--- config.mk ---
export PLATFORM = sky130hd
export DESIGN_NAME = cf_ctrl_status_flat
export DESIGN_NICKNAME = d
export VERILOG_FILES = /design/src/rtl/cf_pkg.sv /design/src/rtl/cf_ctrl_status_if.sv /design/src/rtl/cf_sync_debounce.sv /design/src/rtl/cf_ctrl_status.sv /design/src/flat_wrapper.sv
export SDC_FILE = /design/constraint.sdc
export NUM_CORES = 1
export LEC_CHECK = 0
export CAP_MARGIN = 20
export CORE_UTILIZATION = 40
export DETAILED_ROUTE_END_ITERATION = 7
export PLACE_DENSITY = 0.6
export SYNTH_ARGS = -nofsm -noshare
export SYNTH_HDL_FRONTEND = slang
export SYNTH_SLANG_ARGS = --single-unit
--- constraint.sdc ---
create_clock -name osc_40mhz -period 1.8 [get_ports osc_40mhz]
set_input_delay 0.36 -clock osc_40mhz [delete_from_list [all_inputs] [get_ports osc_40mhz]]
set_output_delay 0.36 -clock osc_40mhz [all_outputs]
set_load 0.01 [all_outputs]
--- src/rtl/cf_pkg.sv ---
// Shared constants and payload types for the CompactFlash status/control block.
// PIO mode encodings are also consumed by the CF bus-cycle controller.
package cf_pkg;

  localparam int unsigned CTRL_W = 8;

  localparam logic [1:0] MODE_PIO01 = 2'b00;
  localparam logic [1:0] MODE_PIO23 = 2'b01;
  localparam logic [1:0] MODE_PIO4  = 2'b10;
  localparam logic [1:0] MODE_ASYNC = 2'b11;

  // Card reset sequencer states
  localparam logic [1:0] R_IDLE   = 2'd0;
  localparam logic [1:0] R_ASSERT = 2'd1;
  localparam logic [1:0] R_WAIT   = 2'd2;

  // Control byte written on D15..D8, MSB first
  typedef struct packed {
    logic [1:0] rsvd;
    logic       clr_chg;
    logic       pwr_en;
    logic       ie;
    logic       rst_req;
    logic [1:0] mode;
  } cf_ctrl_t;

  // Status byte returned on reads, MSB first
  typedef struct packed {
    logic       intrq;
    logic       present;
    logic       chg;
    logic       pwr_en;
    logic       ie;
    logic       busy;
    logic [1:0] mode;
  } cf_status_t;

endpackage

--- src/rtl/cf_ctrl_status_if.sv ---
// CPU-side strobe/data bus of the CF status/control register.
interface cf_ctrl_status_if;
  import cf_pkg::*;

  logic              n_rdstat;
  logic              n_wrcon;
  logic [CTRL_W-1:0] d_in;
  logic [CTRL_W-1:0] d_out;
  logic              d_oe;

  modport master (output n_rdstat, n_wrcon, d_in, input d_out, d_oe);
  modport slave  (input n_rdstat, n_wrcon, d_in, output d_out, d_oe);

endinterface

--- src/rtl/cf_sync_debounce.sv ---
// Card-detect synchroniser and debouncer: present follows !n_cd once the input
// has been stable for 2^DB_BITS clocks; change_c pulses on the updating clock.
module cf_sync_debounce #(
  parameter int unsigned DB_BITS = 19
) (
  input  logic clk,
  input  logic rst_n,
  input  logic n_cd,
  output logic present,
  output logic change_c
);

  logic               cd_meta_q, cd_meta_d;
  logic               cd_sync_q, cd_sync_d;
  logic               cd_prev_q, cd_prev_d;
  logic               present_q, present_d;
  logic [DB_BITS-1:0] cnt_q, cnt_d;
  logic               cd_now_c;

  assign cd_now_c = !cd_sync_q;

  // Counter restarts on any sample-to-sample change and only runs while the
  // settled input disagrees with the reported state.
  always_comb begin
    cd_meta_d = n_cd;
    cd_sync_d = cd_meta_q;
    cd_prev_d = cd_now_c;
    present_d = present_q;
    cnt_d     = cnt_q;
    change_c  = 1'b0;
    if (cd_now_c != cd_prev_q) begin
      cnt_d = '0;
    end else if (cd_now_c != present_q) begin
      if (cnt_q == '1) begin
        present_d = cd_now_c;
        cnt_d     = '0;
        change_c  = 1'b1;
      end else begin
        cnt_d = cnt_q + DB_BITS'(1);
      end
    end else begin
      cnt_d = '0;
    end
  end

  always_ff @(posedge clk or negedge rst_n) begin
    if (!rst_n) begin
      cd_meta_q <= 1'b1;
      cd_sync_q <= 1'b1;
      cd_prev_q <= 1'b0;
      present_q <= 1'b0;
      cnt_q     <= '0;
    end else begin
      cd_meta_q <= cd_meta_d;
      cd_sync_q <= cd_sync_d;
      cd_prev_q <= cd_prev_d;
      present_q <= present_d;
      cnt_q     <= cnt_d;
    end
  end

  assign present = present_q;

endmodule

--- src/rtl/cf_ctrl_status.sv ---
// CompactFlash status/control register: PIO mode, card power, reset
// sequencing, card-detect debounce and CPU interrupt generation.
module cf_ctrl_status
  import cf_pkg::*;
#(
  parameter int unsigned DB_BITS         = 19,
  parameter int unsigned RST_CYCLES      = 1024,
  parameter int unsigned RST_WAIT_CYCLES = 80,
  parameter int unsigned RST_CNT_BITS    = 11
) (
  input  logic                   osc_40mhz,
  input  logic                   n_reset,
  cf_ctrl_status_if.slave        bus,
  output logic [1:0]             t,
  input  logic                   n_cd,
  input  logic                   cf_intrq,
  output logic                   n_cf_reset,
  output logic                   cf_pwr_en,
  output logic                   n_irq
);

  logic                    wr_meta_q, wr_meta_d;
  logic                    wr_sync_q, wr_sync_d;
  logic                    wr_prev_q, wr_prev_d;
  logic                    intrq_meta_q, intrq_meta_d;
  logic                    intrq_sync_q, intrq_sync_d;
  logic [1:0]              t_q, t_d;
  logic                    ie_q, ie_d;
  logic                    pwr_q, pwr_d;
  logic                    pwr_prev_q, pwr_prev_d;
  logic                    pres_prev_q, pres_prev_d;
  logic                    chg_q, chg_d;
  logic [1:0]              state_q, state_d;
  logic [RST_CNT_BITS-1:0] cnt_q, cnt_d;
  logic                    n_cf_reset_q, n_cf_reset_d;
  logic                    n_irq_q, n_irq_d;

  logic       present;
  logic       change_c;
  logic       wr_pulse_c;
  logic       rst_req_c;
  logic       busy_c;
  cf_ctrl_t   ctrl_c;
  cf_status_t status_c;

  cf_sync_debounce #(.DB_BITS(DB_BITS)) u_cd (
    .clk      (osc_40mhz),
    .rst_n    (n_reset),
    .n_cd     (n_cd),
    .present  (present),
    .change_c (change_c)
  );

  assign ctrl_c     = cf_ctrl_t'(bus.d_in);
  assign wr_pulse_c = !wr_sync_q && wr_prev_q;
  assign rst_req_c  = wr_pulse_c && ctrl_c.rst_req;
  assign busy_c     = (state_q != R_IDLE);

  // Strobe/INTRQ synchronisers and control register
  always_comb begin
    wr_meta_d    = bus.n_wrcon;
    wr_sync_d    = wr_meta_q;
    wr_prev_d    = wr_sync_q;
    intrq_meta_d = cf_intrq;
    intrq_sync_d = intrq_meta_q;
    pwr_prev_d   = pwr_q;
    pres_prev_d  = present;
    t_d          = t_q;
    ie_d         = ie_q;
    pwr_d        = pwr_q;
    chg_d        = chg_q;
    if (wr_pulse_c) begin
      t_d   = ctrl_c.mode;
      ie_d  = ctrl_c.ie;
      pwr_d = ctrl_c.pwr_en;
      if (ctrl_c.clr_chg) chg_d = 1'b0;
    end
    if (change_c) chg_d = 1'b1;
  end

  // Card reset sequencer; held at the start of R_ASSERT while unpowered or absent
  always_comb begin
    state_d = state_q;
    cnt_d   = cnt_q;
    if (!pwr_q || !present) begin
      state_d = R_ASSERT;
      cnt_d   = '0;
    end else begin
      case (state_q)
        R_IDLE: begin
          if (rst_req_c || (present && !pres_prev_q) || (pwr_q && !pwr_prev_q)) begin
            state_d = R_ASSERT;
            cnt_d   = '0;
          end
        end
        R_ASSERT: begin
          if (cnt_q == RST_CNT_BITS'(RST_CYCLES - 1)) begin
            state_d = R_WAIT;
            cnt_d   = '0;
          end else begin
            cnt_d = cnt_q + RST_CNT_BITS'(1);
          end
        end
        R_WAIT: begin
          if (cnt_q == RST_CNT_BITS'(RST_WAIT_CYCLES - 1)) begin
            state_d = R_IDLE;
            cnt_d   = '0;
          end else begin
            cnt_d = cnt_q + RST_CNT_BITS'(1);
          end
        end
        default: begin
          state_d = R_ASSERT;
          cnt_d   = '0;
        end
      endcase
    end
    n_cf_reset_d = (state_d != R_ASSERT);
    n_irq_d      = !(ie_q && ((intrq_sync_q && !busy_c) || chg_q));
  end

  always_ff @(posedge osc_40mhz or negedge n_reset) begin
    if (!n_reset) begin
      wr_meta_q    <= 1'b1;
      wr_sync_q    <= 1'b1;
      wr_prev_q    <= 1'b1;
      intrq_meta_q <= 1'b0;
      intrq_sync_q <= 1'b0;
      t_q          <= MODE_PIO01;
      ie_q         <= 1'b0;
      pwr_q        <= 1'b0;
      pwr_prev_q   <= 1'b0;
      pres_prev_q  <= 1'b0;
      chg_q        <= 1'b0;
      state_q      <= R_ASSERT;
      cnt_q        <= '0;
      n_cf_reset_q <= 1'b0;
      n_irq_q      <= 1'b1;
    end else begin
      wr_meta_q    <= wr_meta_d;
      wr_sync_q    <= wr_sync_d;
      wr_prev_q    <= wr_prev_d;
      intrq_meta_q <= intrq_meta_d;
      intrq_sync_q <= intrq_sync_d;
      t_q          <= t_d;
      ie_q         <= ie_d;
      pwr_q        <= pwr_d;
      pwr_prev_q   <= pwr_prev_d;
      pres_prev_q  <= pres_prev_d;
      chg_q        <= chg_d;
      state_q      <= state_d;
      cnt_q        <= cnt_d;
      n_cf_reset_q <= n_cf_reset_d;
      n_irq_q      <= n_irq_d;
    end
  end

  always_comb begin
    status_c         = '0;
    status_c.intrq   = intrq_sync_q;
    status_c.present = present;
    status_c.chg     = chg_q;
    status_c.pwr_en  = pwr_q;
    status_c.ie      = ie_q;
    status_c.busy    = busy_c;
    status_c.mode    = t_q;
  end

  // Output enable bypasses the synchronisers so DTACK is not delayed
  assign bus.d_out  = status_c;
  assign bus.d_oe   = !bus.n_rdstat;
  assign t          = t_q;
  assign cf_pwr_en  = pwr_q;
  assign n_cf_reset = n_cf_reset_q;
  assign n_irq      = n_irq_q;

endmodule

--- src/flat_wrapper.sv ---
// flat-port wrapper written by rule: the top's interface ports become plain ports
module cf_ctrl_status_flat import cf_pkg::*;
#(
  parameter int unsigned DB_BITS         = 19,
  parameter int unsigned RST_CYCLES      = 1024,
  parameter int unsigned RST_WAIT_CYCLES = 80,
  parameter int unsigned RST_CNT_BITS    = 11
)
  (osc_40mhz, n_reset, t, n_cd, cf_intrq, n_cf_reset, cf_pwr_en, n_irq, bus_n_rdstat, bus_n_wrcon, bus_d_in, bus_d_out, bus_d_oe);
  cf_ctrl_status_if bus_i ();
  input  logic osc_40mhz;
  input  logic n_reset;
  output logic [1:0] t;
  input  logic n_cd;
  input  logic cf_intrq;
  output logic n_cf_reset;
  output logic cf_pwr_en;
  output logic n_irq;
  input wire logic [$bits(bus_i.n_rdstat)-1:0] bus_n_rdstat;
  input wire logic [$bits(bus_i.n_wrcon)-1:0] bus_n_wrcon;
  input wire logic [$bits(bus_i.d_in)-1:0] bus_d_in;
  output wire logic [$bits(bus_i.d_out)-1:0] bus_d_out;
  output wire logic [$bits(bus_i.d_oe)-1:0] bus_d_oe;
  assign bus_i.n_rdstat = bus_n_rdstat;
  assign bus_i.n_wrcon = bus_n_wrcon;
  assign bus_i.d_in = bus_d_in;
  assign bus_d_out = bus_i.d_out;
  assign bus_d_oe = bus_i.d_oe;
  cf_ctrl_status #(.DB_BITS(DB_BITS), .RST_CYCLES(RST_CYCLES), .RST_WAIT_CYCLES(RST_WAIT_CYCLES), .RST_CNT_BITS(RST_CNT_BITS)) u_core (.osc_40mhz(osc_40mhz), .n_reset(n_reset), .bus(bus_i), .t(t), .n_cd(n_cd), .cf_intrq(cf_intrq), .n_cf_reset(n_cf_reset), .cf_pwr_en(cf_pwr_en), .n_irq(n_irq));
endmodule
==> reports/results.ini <==
[status]
status=finished, violations left
violations=setup timing

[layout]
finalNetCount=293
nFillCells=508
drive_gt1_share_pct=24.1
final_common_cell=dfrtp_1
fin_area_mm2=0.00304
diodes=0
layout_common_cells=dfrtp_1 (43), nor2_1 (28), buf_4 (24), clkdlybuf4s50_1 (22), nand2_1 (17)
area_growth_pct=26.6

[synth]
netlist_area_mm2=0.00240
synthArstFlopShare_pct=100
ys_warn_count=0
synth-edff-count=0
syn_inst=225
synth_top_area_cell=dfrtp_1
ys.flop_type=dfrtp_1
syn-num-nets=245
synth_cell_type_count=44
synth_seq_cells=50
yosysTopAreaCellShare_pct=44.8
avgSynthCellArea_um2=10.7
netlist_top_cells_area=dfrtp_1 (45%), dfstp_2 (7.7%), nor2_1 (4.4%), xor2_1 (4.0%), ha_1 (3.1%)
ys_seq_area_share_pct=52.4

[sta]
setup_viol_count_final=12
fin_ws_ns=-0.141
fmax_mhz=515
fin_skew_ns=0.00905
fin_crit_ns=1.94
grt_setup_unrepaired=yes
tns_ns=-1.08
slew_violations=0
tightest_slew_ns=0.493
slew_headroom_pct=67.0
timing_hold_violations_final=0
min_period_over_period_pct=108

[setup_path]
r2r_slack_ns=-0.14
start_kind=flip-flop
timing.rr.start=u_core.cnt_q[10]
crit_type=flip-flop to flip-flop
crit_arrival_ns=2.14
cp_slowest_cell=or4_4
critical_path.max_stage_delay_ns=0.55
worstPathRequired_ns=1.99
crit_path_end_kind=flip-flop
crit_buf_inv=1
worstRegToRegCells=6
cp_top_family=simple AND/OR/NAND/NOR gates
r2r_end=u_core.cnt_q[0]
critPathMaxFanout=7
crit_chain=or4_4 > o41ai_4 > buf_4 > o22a_4 > nor2_4 > mux2_2

[clock_tree]
clkSlewWorstSetupHoldPaths_ns=0.09
cts_buffer_depth=2
clock_sinks=50
ctsRootBufferMaster=clkbuf_8
h-tree-depth=2
cts_tree=yes
numCtsBuffers=5
clk_latency_ns=0.31
cts_hold_buffers=0

[place]
place_area_mm2=0.00286
hpwl_um=3180
gp_congestion=0.753
port_buffers=25

[floorplanning]
fp-row-count=27
core_mm2=0.00564
ios=28
die_y_um=79.5
dieArea_mm2=0.00632
initial_utilization_pct=42.6
die_x_um=79.5

[pwr]
power_density_mw_per_mm2=692
p_total_mw=2.11
leakagePower_nw=1.36
peakVddDrop_mv=0.524

[detailed_routing]
drt_iter0_drc=83
wl_per_cell_um=13.3
vias=1735
postRouteAntennaNets=0
drc=0
vias_per_cell=5.01
finalWirelength_um=4610
first_pass_iters=4

[global_route]
grt_overflow=0
grt_pass1_vias=1794
track_usage_pct=16.8
antenna_found_initial=0
grt_max_degree=22
grt_pass1_wl_um=8110

[hold_path]
min_path_type=input pin to asynchronous set/reset pin

[job]
drv_cap=0

## routing by layer
layer | GRT usage, % | vias to the layer above | part of all wire (%)
li1 | - | 870 | -
met3 | 4.91 | 9 | 3.2
met5 | 0 | - | 0
met2 | 28.8 | 20 | 50
met1 | 19.5 | 836 | 45
met4 | 6.91 | 0 | 1.8
## cells in the mapped netlist (all sizes together), types with 3 or more instances
cell and instances:
ha 6, a22o 6, nand3 11, nor2 29, nor2b 4, dfrtp 43
buf 10, xnor2 7, mux2 5, inv 12, nand4 7, and4 3
nor3 3, xor2 11, a21oi 5, nand2 17, o21ai 10, or2 5
and3 5, dfstp 7
## stage by stage
stage          worst slack (ns)  util (%)  hold WS (ns)  std cells
2_1_floorplan           -0.0705         -        0.0644        225
3_3_place_gp             -0.133      50.6         0.336        334
3_5_place_dp             -0.167      50.6         0.338        334
4_1_cts                  -0.140      53.1        0.0145        344
5_1_grt                  -0.199      53.9        0.0260        346
6_report                 -0.141      53.9        0.0111        346
## state kept, by name, indices dropped and copies added (netlist names), 2 cells and up
register / flops
u_core.cnt_q: 11
u_core.state_q: 2
u_core.t: 2
u_core.u_cd.cnt_q: 19
## area by class of cell
cell class	instances	area, µm²	area share [%]
repair buffers	51	468	15.4
flip-flops and latches	50	1260	41.4
multi-input cells	153	1070	35.2
inverters	12	45.0	1.48
well taps	72	90.1	2.96
clock inverters	3	40.0	1.32
clock buffers	5	68.8	2.26
## power breakdown
group	switching, mW	internal [mW]	total (mW)
sequential	0.0216	1.16	1.18
clock	0.367	0.409	0.776
combinational	0.0644	0.0893	0.154
total	0.453	1.65	2.11
## timing repair
| action | in CTS | in global routing |
|---|---|---|
| pin swaps | 2 | 6 |
| endpoints found under the setup margin | 13 | 26 |
| gates resized for setup | 4 | 7 |
| cloned | 1 | 0 |
| setup buffers | 1 | 2 |
## worst max path at each step
stage | startpoint | end | slack (ns) | cells after the start
6_report | u_core.cnt_q[10] | u_core.cnt_q[0] | -0.14 | 6
5_1_grt | u_core.cnt_q[10] | u_core.cnt_q[0] | -0.20 | 6
2_1_floorplan | u_core.cnt_q[4] | u_core.cnt_q[8] | -0.07 | 5
4_1_cts | u_core.cnt_q[4] | u_core.cnt_q[0] | -0.14 | 6
3_5_place_dp | u_core.cnt_q[4] | u_core.cnt_q[0] | -0.17 | 5
3_3_place_gp | u_core.cnt_q[4] | u_core.cnt_q[0] | -0.13 | 5
## cell families (layout without fill, tap and decap cells)
group           after synthesis  in the layout  share of synthesized area [%]
simple gates                 89             89                           19.1
flops                        50             50                           52.4
compound gates               34             35                           11.3
buf+inv                      23             71                           5.21
xor+xnor                     18             18                           6.56
fa+ha+maj                     6              6                           3.12
mux                           5              5                           2.34
(Power assumes the default switching activity.)
